[config.mk]
export PLATFORM = sky130hd
export DESIGN_NAME = alu_issue_seq_flat
export DESIGN_NICKNAME = d
export VERILOG_FILES = /design/src/rtl/alu_issue_seq_if.sv /design/src/rtl/alu_issue_seq.sv /design/src/flat_wrapper.sv
export SDC_FILE = /design/constraint.sdc
export NUM_CORES = 1
export LEC_CHECK = 0
export BUFFER_PORTS_ARGS = -buffer_cell sky130_fd_sc_hd__buf_2
export CAP_MARGIN = 20
export CORE_MARGIN = 2
export CORE_UTILIZATION = 25
export DETAILED_ROUTE_END_ITERATION = 7
export GPL_TIMING_DRIVEN = 1
export PLACE_DENSITY = 0.4
export SYNTH_ARGS = -nofsm -noshare
export SYNTH_HDL_FRONTEND = slang
export SYNTH_SLANG_ARGS = --single-unit
[constraint.sdc]
create_clock -name clk -period 3.4 [get_ports clk]
set_clock_uncertainty 0.1 [all_clocks]
set_input_delay 0.17 -clock clk [delete_from_list [all_inputs] [get_ports clk]]
set_output_delay 0.17 -clock clk [all_outputs]
set_load 0.01 [all_outputs]
[src/rtl/alu_issue_seq_if.sv]
`default_nettype none
// ============================================================================
//  Module      : alu_issue_seq_if
//  Description : Bundle of the command handshake, the ALU operand/result bus
//                and the register writeback bus of alu_issue_seq.
//                slave  = the sequencer itself
//                master = the surroundings (command source + alu16)
//  Ports       : cmd_valid/cmd_ready/cmd_op/cmd_rd/cmd_ra/cmd_rb/cmd_imm
//                alu_a/alu_b/alu_fs/alu_res
//                wb_valid/wb_rd/wb_data/zero
//  Revision    : 1.0  initial release
// ============================================================================
interface alu_issue_seq_if #(
  parameter int DW = 16,
  parameter int AW = 3
);
  logic          cmd_valid;
  logic          cmd_ready;
  logic [2:0]    cmd_op;
  logic [AW-1:0] cmd_rd;
  logic [AW-1:0] cmd_ra;
  logic [AW-1:0] cmd_rb;
  logic [DW-1:0] cmd_imm;

  logic [DW-1:0] alu_a;
  logic [DW-1:0] alu_b;
  logic [1:0]    alu_fs;
  logic [DW-1:0] alu_res;

  logic          wb_valid;
  logic [AW-1:0] wb_rd;
  logic [DW-1:0] wb_data;
  logic          zero;

  modport slave (
    input  cmd_valid, cmd_op, cmd_rd, cmd_ra, cmd_rb, cmd_imm, alu_res,
    output cmd_ready, alu_a, alu_b, alu_fs, wb_valid, wb_rd, wb_data, zero
  );

  modport master (
    output cmd_valid, cmd_op, cmd_rd, cmd_ra, cmd_rb, cmd_imm, alu_res,
    input  cmd_ready, alu_a, alu_b, alu_fs, wb_valid, wb_rd, wb_data, zero
  );
endinterface
`default_nettype wire

[src/rtl/alu_issue_seq.sv]
`default_nettype none
// ============================================================================
//  Module      : alu_issue_seq
//  Description : Command sequencer and register file placed in front of an
//                external combinational ALU (alu16). Accepts one command at a
//                time, drives registered ALU operands, captures the ALU
//                result and writes it back. ADDN repeats an add by feeding
//                the ALU result back into operand A.
//  Ports       : clk    rising-edge clock
//                reset  synchronous active-high reset
//                bus    alu_issue_seq_if.slave (command, ALU, writeback)
//  Revision    : 1.0  initial release
// ============================================================================
module alu_issue_seq #(
  parameter int DW   = 16,
  parameter int NREG = 8,
  parameter int AW   = 3
) (
  input  wire logic          clk,
  input  wire logic          reset,
  alu_issue_seq_if.slave     bus
);

  localparam logic [2:0] c_op_mov  = 3'b000;
  localparam logic [2:0] c_op_inc  = 3'b001;
  localparam logic [2:0] c_op_add  = 3'b010;
  localparam logic [2:0] c_op_sub  = 3'b011;
  localparam logic [2:0] c_op_ldi  = 3'b100;
  localparam logic [2:0] c_op_addn = 3'b110;

  localparam logic [1:0] c_fs_pass = 2'b00;
  localparam logic [1:0] c_fs_inc  = 2'b01;
  localparam logic [1:0] c_fs_add  = 2'b10;
  localparam logic [1:0] c_fs_sub  = 2'b11;

  typedef enum logic [1:0] {
    S_IDLE = 2'd0,
    S_EXEC = 2'd1,
    S_WB   = 2'd2
  } state_t;

  state_t        r_state;
  logic [DW-1:0] r_regs [NREG];
  logic [AW-1:0] r_rd;
  logic          r_is_addn;
  logic [3:0]    r_cnt;

  logic          r_cmd_ready;
  logic [DW-1:0] r_alu_a;
  logic [DW-1:0] r_alu_b;
  logic [1:0]    r_alu_fs;
  logic          r_wb_valid;
  logic [AW-1:0] r_wb_rd;
  logic [DW-1:0] r_wb_data;
  logic          r_zero;

  // Opcodes 101 and 111 are the two NOP encodings.
  logic          w_is_nop;
  logic [DW-1:0] w_src_a;
  logic [DW-1:0] w_src_b;

  assign w_is_nop = bus.cmd_op[2] & bus.cmd_op[0];
  assign w_src_a  = r_regs[bus.cmd_ra];
  assign w_src_b  = r_regs[bus.cmd_rb];

  always_ff @(posedge clk) begin
    if (reset) begin
      r_state     <= S_IDLE;
      for (int i = 0; i < NREG; i++) begin
        r_regs[i] <= '0;
      end
      r_rd        <= '0;
      r_is_addn   <= 1'b0;
      r_cnt       <= '0;
      r_cmd_ready <= 1'b1;
      r_alu_a     <= '0;
      r_alu_b     <= '0;
      r_alu_fs    <= c_fs_pass;
      r_wb_valid  <= 1'b0;
      r_wb_rd     <= '0;
      r_wb_data   <= '0;
      r_zero      <= 1'b0;
    end else begin
      case (r_state)
        S_IDLE: begin
          // cmd_ready is high throughout IDLE, so valid alone accepts.
          if (bus.cmd_valid && !w_is_nop) begin
            r_state     <= S_EXEC;
            r_cmd_ready <= 1'b0;
            r_rd        <= bus.cmd_rd;
            r_is_addn   <= (bus.cmd_op == c_op_addn);
            r_cnt       <= bus.cmd_imm[3:0];
            // Operands not used by an opcode keep their previous value.
            case (bus.cmd_op)
              c_op_mov: begin
                r_alu_b  <= w_src_b;
                r_alu_fs <= c_fs_pass;
              end
              c_op_inc: begin
                r_alu_b  <= w_src_b;
                r_alu_fs <= c_fs_inc;
              end
              c_op_add, c_op_addn: begin
                r_alu_a  <= w_src_a;
                r_alu_b  <= w_src_b;
                r_alu_fs <= c_fs_add;
              end
              c_op_sub: begin
                r_alu_a  <= w_src_a;
                r_alu_b  <= w_src_b;
                r_alu_fs <= c_fs_sub;
              end
              c_op_ldi: begin
                r_alu_b  <= bus.cmd_imm;
                r_alu_fs <= c_fs_pass;
              end
              default: begin
                r_alu_fs <= r_alu_fs;
              end
            endcase
          end
        end

        S_EXEC: begin
          if (r_is_addn && (r_cnt != 4'd0)) begin
            // Accumulate: alu_a becomes alu_a + alu_b each pass.
            r_alu_a <= bus.alu_res;
            r_cnt   <= r_cnt - 4'd1;
          end else begin
            // ADDN's sum already sits in alu_a; other ops take the ALU output.
            r_wb_data  <= r_is_addn ? r_alu_a : bus.alu_res;
            r_wb_rd    <= r_rd;
            r_wb_valid <= 1'b1;
            r_state    <= S_WB;
          end
        end

        S_WB: begin
          r_regs[r_wb_rd] <= r_wb_data;
          r_zero          <= (r_wb_data == '0);
          r_wb_valid      <= 1'b0;
          r_cmd_ready     <= 1'b1;
          r_state         <= S_IDLE;
        end

        default: begin
          r_wb_valid  <= 1'b0;
          r_cmd_ready <= 1'b1;
          r_state     <= S_IDLE;
        end
      endcase
    end
  end

  assign bus.cmd_ready = r_cmd_ready;
  assign bus.alu_a     = r_alu_a;
  assign bus.alu_b     = r_alu_b;
  assign bus.alu_fs    = r_alu_fs;
  assign bus.wb_valid  = r_wb_valid;
  assign bus.wb_rd     = r_wb_rd;
  assign bus.wb_data   = r_wb_data;
  assign bus.zero      = r_zero;

endmodule
`default_nettype wire

[src/flat_wrapper.sv]
// flat-port wrapper written by rule: the top's interface ports become plain ports
module alu_issue_seq_flat 
#(
  parameter int DW   = 16,
  parameter int NREG = 8,
  parameter int AW   = 3
)
  (clk, reset, bus_cmd_valid, bus_cmd_op, bus_cmd_rd, bus_cmd_ra, bus_cmd_rb, bus_cmd_imm, bus_alu_res, bus_cmd_ready, bus_alu_a, bus_alu_b, bus_alu_fs, bus_wb_valid, bus_wb_rd, bus_wb_data, bus_zero);
  alu_issue_seq_if #(.DW(DW), .AW(AW)) bus_i ();
  input  wire logic clk;
  input  wire logic reset;
  input wire logic [$bits(bus_i.cmd_valid)-1:0] bus_cmd_valid;
  input wire logic [$bits(bus_i.cmd_op)-1:0] bus_cmd_op;
  input wire logic [$bits(bus_i.cmd_rd)-1:0] bus_cmd_rd;
  input wire logic [$bits(bus_i.cmd_ra)-1:0] bus_cmd_ra;
  input wire logic [$bits(bus_i.cmd_rb)-1:0] bus_cmd_rb;
  input wire logic [$bits(bus_i.cmd_imm)-1:0] bus_cmd_imm;
  input wire logic [$bits(bus_i.alu_res)-1:0] bus_alu_res;
  output wire logic [$bits(bus_i.cmd_ready)-1:0] bus_cmd_ready;
  output wire logic [$bits(bus_i.alu_a)-1:0] bus_alu_a;
  output wire logic [$bits(bus_i.alu_b)-1:0] bus_alu_b;
  output wire logic [$bits(bus_i.alu_fs)-1:0] bus_alu_fs;
  output wire logic [$bits(bus_i.wb_valid)-1:0] bus_wb_valid;
  output wire logic [$bits(bus_i.wb_rd)-1:0] bus_wb_rd;
  output wire logic [$bits(bus_i.wb_data)-1:0] bus_wb_data;
  output wire logic [$bits(bus_i.zero)-1:0] bus_zero;
  assign bus_i.cmd_valid = bus_cmd_valid;
  assign bus_i.cmd_op = bus_cmd_op;
  assign bus_i.cmd_rd = bus_cmd_rd;
  assign bus_i.cmd_ra = bus_cmd_ra;
  assign bus_i.cmd_rb = bus_cmd_rb;
  assign bus_i.cmd_imm = bus_cmd_imm;
  assign bus_i.alu_res = bus_alu_res;
  assign bus_cmd_ready = bus_i.cmd_ready;
  assign bus_alu_a = bus_i.alu_a;
  assign bus_alu_b = bus_i.alu_b;
  assign bus_alu_fs = bus_i.alu_fs;
  assign bus_wb_valid = bus_i.wb_valid;
  assign bus_wb_rd = bus_i.wb_rd;
  assign bus_wb_data = bus_i.wb_data;
  assign bus_zero = bus_i.zero;
  alu_issue_seq #(.DW(DW), .NREG(NREG), .AW(AW)) u_core (.clk(clk), .reset(reset), .bus(bus_i));
endmodule
==> impl_metrics.env <==
export IMPL_whs_path_depth=3
export IMPL_p_switching_mw=1.55
export IMPL_port_buffers=102
export IMPL_synth_seq_area_share=0.535
export IMPL_worst_setup_path_end_kind="flip-flop"
export IMPL_r2r_end="u_core.bus.alu_a[4]$_SDFFE_PP0P_"
export IMPL_netlist_area_mm2=0.00965
export IMPL_intPower_mw=3.91
export IMPL_wl_per_cell_um=21.2
export IMPL_cts_sinks=194
export IMPL_synth_warnings=0
export IMPL_setup_violations=0
export IMPL_yosysUniqueCellTypes=41
export IMPL_path_clk_slew_ns=0.08
export IMPL_grt_max_degree=61
export IMPL_rrSetupSlack_ns=0.98
export IMPL_p_comb_frac=0.119
export IMPL_path_cells="inv_1 -> ha_1 -> nand2b_1 -> o21a_1 -> a21oi_2 -> or3_1 -> o32ai_1"
export IMPL_crit_type="flip-flop to flip-flop"
export IMPL_netlist_instances=869
export IMPL_dp_cells=1440
export IMPL_vias=7034
export IMPL_power_switching_share=0.284
export IMPL_die_area_mm2=0.0402
export IMPL_drt_wl_total_mm=31.7
export IMPL_coreArea_mm2=0.0378
export IMPL_die_h_um=200
export IMPL_worst_slew_pin_slew_ns=0.988
export IMPL_syn_num_nets=917
export IMPL_maxSlewViolCount=0
export IMPL_drive_gt1_frac=0.185
export IMPL_outcome="completed"
export IMPL_min_from="bus_cmd_imm[7]"
export IMPL_htree_levels=4
export IMPL_worst_path_buf_inv=1
export IMPL_area_delta_synth_final_pct=19.9
export IMPL_postCtsSetupRepairBufs=0
export IMPL_clkLatencyLatePin_ns=0.45
export IMPL_via_per_inst=4.69
export IMPL_ff2ff_path_depth=7
export IMPL_grt_usage=0.158
export IMPL_hp_class="input pin to flip-flop"
export IMPL_final_antenna_net_count=0
export IMPL_seqPwrFrac=0.498
export IMPL_vdd_ir_drop_max_mv=0.273
export IMPL_critical_path_max_stage_delay_ns=0.73
export IMPL_cp_data_arrival_time_ns=2.61
export IMPL_syn_area_per_cell_um2=11.1
export IMPL_clockPowerShare=0.382
export IMPL_fin_nets=1022
export IMPL_drt_pass1_iterations=4
export IMPL_grt_pass1_vias=6905
export IMPL_clockRootBuffer="clkbuf_16"
export IMPL_p_leak_nw=4.50
export IMPL_maxCapViolCount=0
export IMPL_stdcell_count=1499
export IMPL_num_rows=71
export IMPL_critPathMaxFanout=16
export IMPL_period_needed_ns=2.42
export IMPL_rsz0062_at_grt="false"
export IMPL_relSlewSlack=0.341
export IMPL_start_util=0.255
export IMPL_gp_congestion=0.707
export IMPL_final_hold_violation_count=0
export IMPL_timing_rr_start="u_core.r_cnt[0]$_SDFFE_PP0P_"
export IMPL_numCtsBuffers=17
export IMPL_power_density_mw_per_mm2=472
export IMPL_setup_tns_ns=0
export IMPL_drc=0
export IMPL_grt_overflow=0
export IMPL_required_ns=3.58
export IMPL_ios=103
export IMPL_dp_hpwl_mm=22.6
export IMPL_cts_tree="yes"
export IMPL_crit_slowest_cell="or3_1"
export IMPL_fillCellCount=3984
export IMPL_antenna_found_initial=0
export IMPL_cp_top_family="simple AND/OR/NAND/NOR gates"
export IMPL_grt_pass1_wl_mm=47.1
export IMPL_period_share=0.713
export IMPL_first_iter_violations=467
export IMPL_cp_num_cells=7
export IMPL_fmax_ghz=0.413
export IMPL_start_kind="flip-flop"
export IMPL_min_to="u_core.bus.alu_b[7]$_SDFFE_PP0P_"
export IMPL_die_x_um=200
export IMPL_ys_seq_elements=194
export IMPL_cts_buffer_depth=2
## tightest hold or removal path, cell delays in order
cell and delay [ns]:
buf_2 0.10, a32oi_1 0.16, a211oi_1 0.09
## power groups by stage
stage                     Combinational (mW)  Sequential (mW)  Clock [mW]
after floorplan                        0.376             2.74           0
after global placement                 0.633             2.78           0
after detailed placement               0.635             2.78           0
after CTS                              0.657             2.73        2.15
after global routing                   0.707             2.74        2.21
final                                  0.650             2.72        2.09
## area by class of cell
type / count / area [um2] / share of cell area
Clock buffer: 17 / 425 / 0.0368
Inverter: 18 / 67.6 / 0.00584
Clock inverter: 15 / 164 / 0.0142
Tap cell: 511 / 639 / 0.0552
Antenna cell: 1 / 2.50 / 0.000216
Sequential cell: 194 / 5160 / 0.446
Multi-Input combinational cell: 592 / 4150 / 0.359
Timing Repair Buffer: 151 / 960 / 0.0829
## Yosys cell counts, drive strengths merged
| master | number | area, um2 |
|---|---|---|
| a22oi | 16 | 120 |
| edfxtp | 128 | 3840 |
| a32oi | 16 | 140 |
| nand2b | 8 | 50.1 |
| nor4 | 4 | 25.0 |
| or3 | 2 | 12.5 |
| inv | 18 | 67.6 |
| and3 | 1 | 6.26 |
| a211oi | 32 | 240 |
| and2 | 129 | 807 |
| ha | 1 | 12.5 |
| nor3 | 19 | 100 |
| o211ai | 1 | 7.51 |
| clkbuf | 43 | 161 |
| o21ai | 5 | 25.0 |
| nand2 | 45 | 169 |
| buf | 22 | 123 |
| a31oi | 1 | 6.26 |
| a21o | 1 | 7.51 |
| nor3b | 1 | 7.51 |
| a21oi | 32 | 164 |
| nand3 | 3 | 15.0 |
| mux2i | 144 | 1440 |
| and2b | 1 | 7.51 |
| nand4 | 1 | 6.26 |
| o22ai | 32 | 200 |
| dfxtp | 66 | 1320 |
| o21bai | 2 | 15.0 |
| or2 | 9 | 56.3 |
| nand4b | 1 | 8.76 |
| o21a | 1 | 7.51 |
| nor2 | 66 | 248 |
| o32ai | 16 | 215 |
| nor2b | 2 | 12.5 |
## logic make-up (layout without fill, tap and decap cells)
logic type,count (synthesis),count (layout),share of synthesized area
flip-flops,194,194,0.535
buffers and inverters,83,201,0.0364
AO/OA/AOI/OAI,155,155,0.119
adder cells (fa/ha/maj),1,1,0.00130
other,0,1,0
AND/OR/NAND/NOR,292,292,0.159
multiplexers,144,144,0.149
## cell usage in the layout (no fill, tap or decap), types with 10 or more instances in the layout
master	netlist	final
nor2_1	66	65
inv_1	18	18
buf_4	1	23
a22oi_1	16	16
buf_2	17	101
a211oi_1	32	32
o32ai_2	10	10
mux2i_1	144	144
a32oi_1	16	16
o22ai_1	32	32
a21oi_1	31	31
nor3_1	18	17
clkbuf_16	0	17
nand2_1	45	45
dlygate4sd3_1	0	25
and2_1	129	129
dfxtp_1	66	66
edfxtp_1	128	128
## worst max path at each step
stage / startpoint / to
floorplan: u_core.r_cnt[0]$_SDFFE_PP0P_ / u_core.bus.alu_a[10]$_SDFFE_PP0P_
CTS: u_core.r_state[0]$_SDFFE_PP0P_ / u_core.r_regs[1][14]$_SDFFCE_PN0P_
finish: u_core.r_cnt[0]$_SDFFE_PP0P_ / u_core.bus.alu_a[4]$_SDFFE_PP0P_
global route: u_core.r_cnt[0]$_SDFFE_PP0P_ / u_core.bus.alu_a[4]$_SDFFE_PP0P_
detailed placement: u_core.r_state[0]$_SDFFE_PP0P_ / u_core.r_regs[1][9]$_SDFFCE_PN0P_
global placement: u_core.r_state[0]$_SDFFE_PP0P_ / u_core.r_regs[1][7]$_SDFFCE_PN0P_
## flip-flops by register name (all words and copies together) (netlist names)
register and cells:
u_core.r_rd 3, u_core.bus.wb_rd 3, u_core.r_state 2, u_core.bus.alu_a 16
u_core.r_is_addn 1, u_core.bus.wb_valid 1, u_core.bus.cmd_ready 1, u_core.r_cnt 4
u_core.r_regs 128, u_core.bus.alu_b 16, u_core.bus.alu_fs 2, u_core.bus.zero 1
u_core.bus.wb_data 16
## per-layer routing
metal / up-vias / share of wire / global-route usage / wire, um
met2: 149 / 0.43 / 0.232 / 13700
met3: 16 / 0.037 / 0.0224 / 1170
met5: - / 0 / 0 / 0
met1: 3472 / 0.52 / 0.242 / 16600
li1: 3397 / - / - / -
met4: 0 / 0.0091 / 0.0373 / 289
## stage by stage
stage                     power (mW)  instance area (um2)  utilization  hold slack (ns)  setup WS (ns)
after floorplan                 3.12                 9650            -            0.206           1.49
after global routing            5.66                11600        0.306           0.0159          0.784
after global placement          3.41                10700        0.283            0.326          0.760
after CTS                       5.54                11600        0.305          0.00113          0.678
after detailed placement        3.42                10700        0.283            0.324          0.678
final                           5.46                11600        0.306           0.0141          0.977
## timing repair
action	in CTS	in global routing
hold endpoints to repair	41	0
hold buffers	25	0
resized for setup	0	0
No activity file was read; power rests on OpenSTA's default activity.
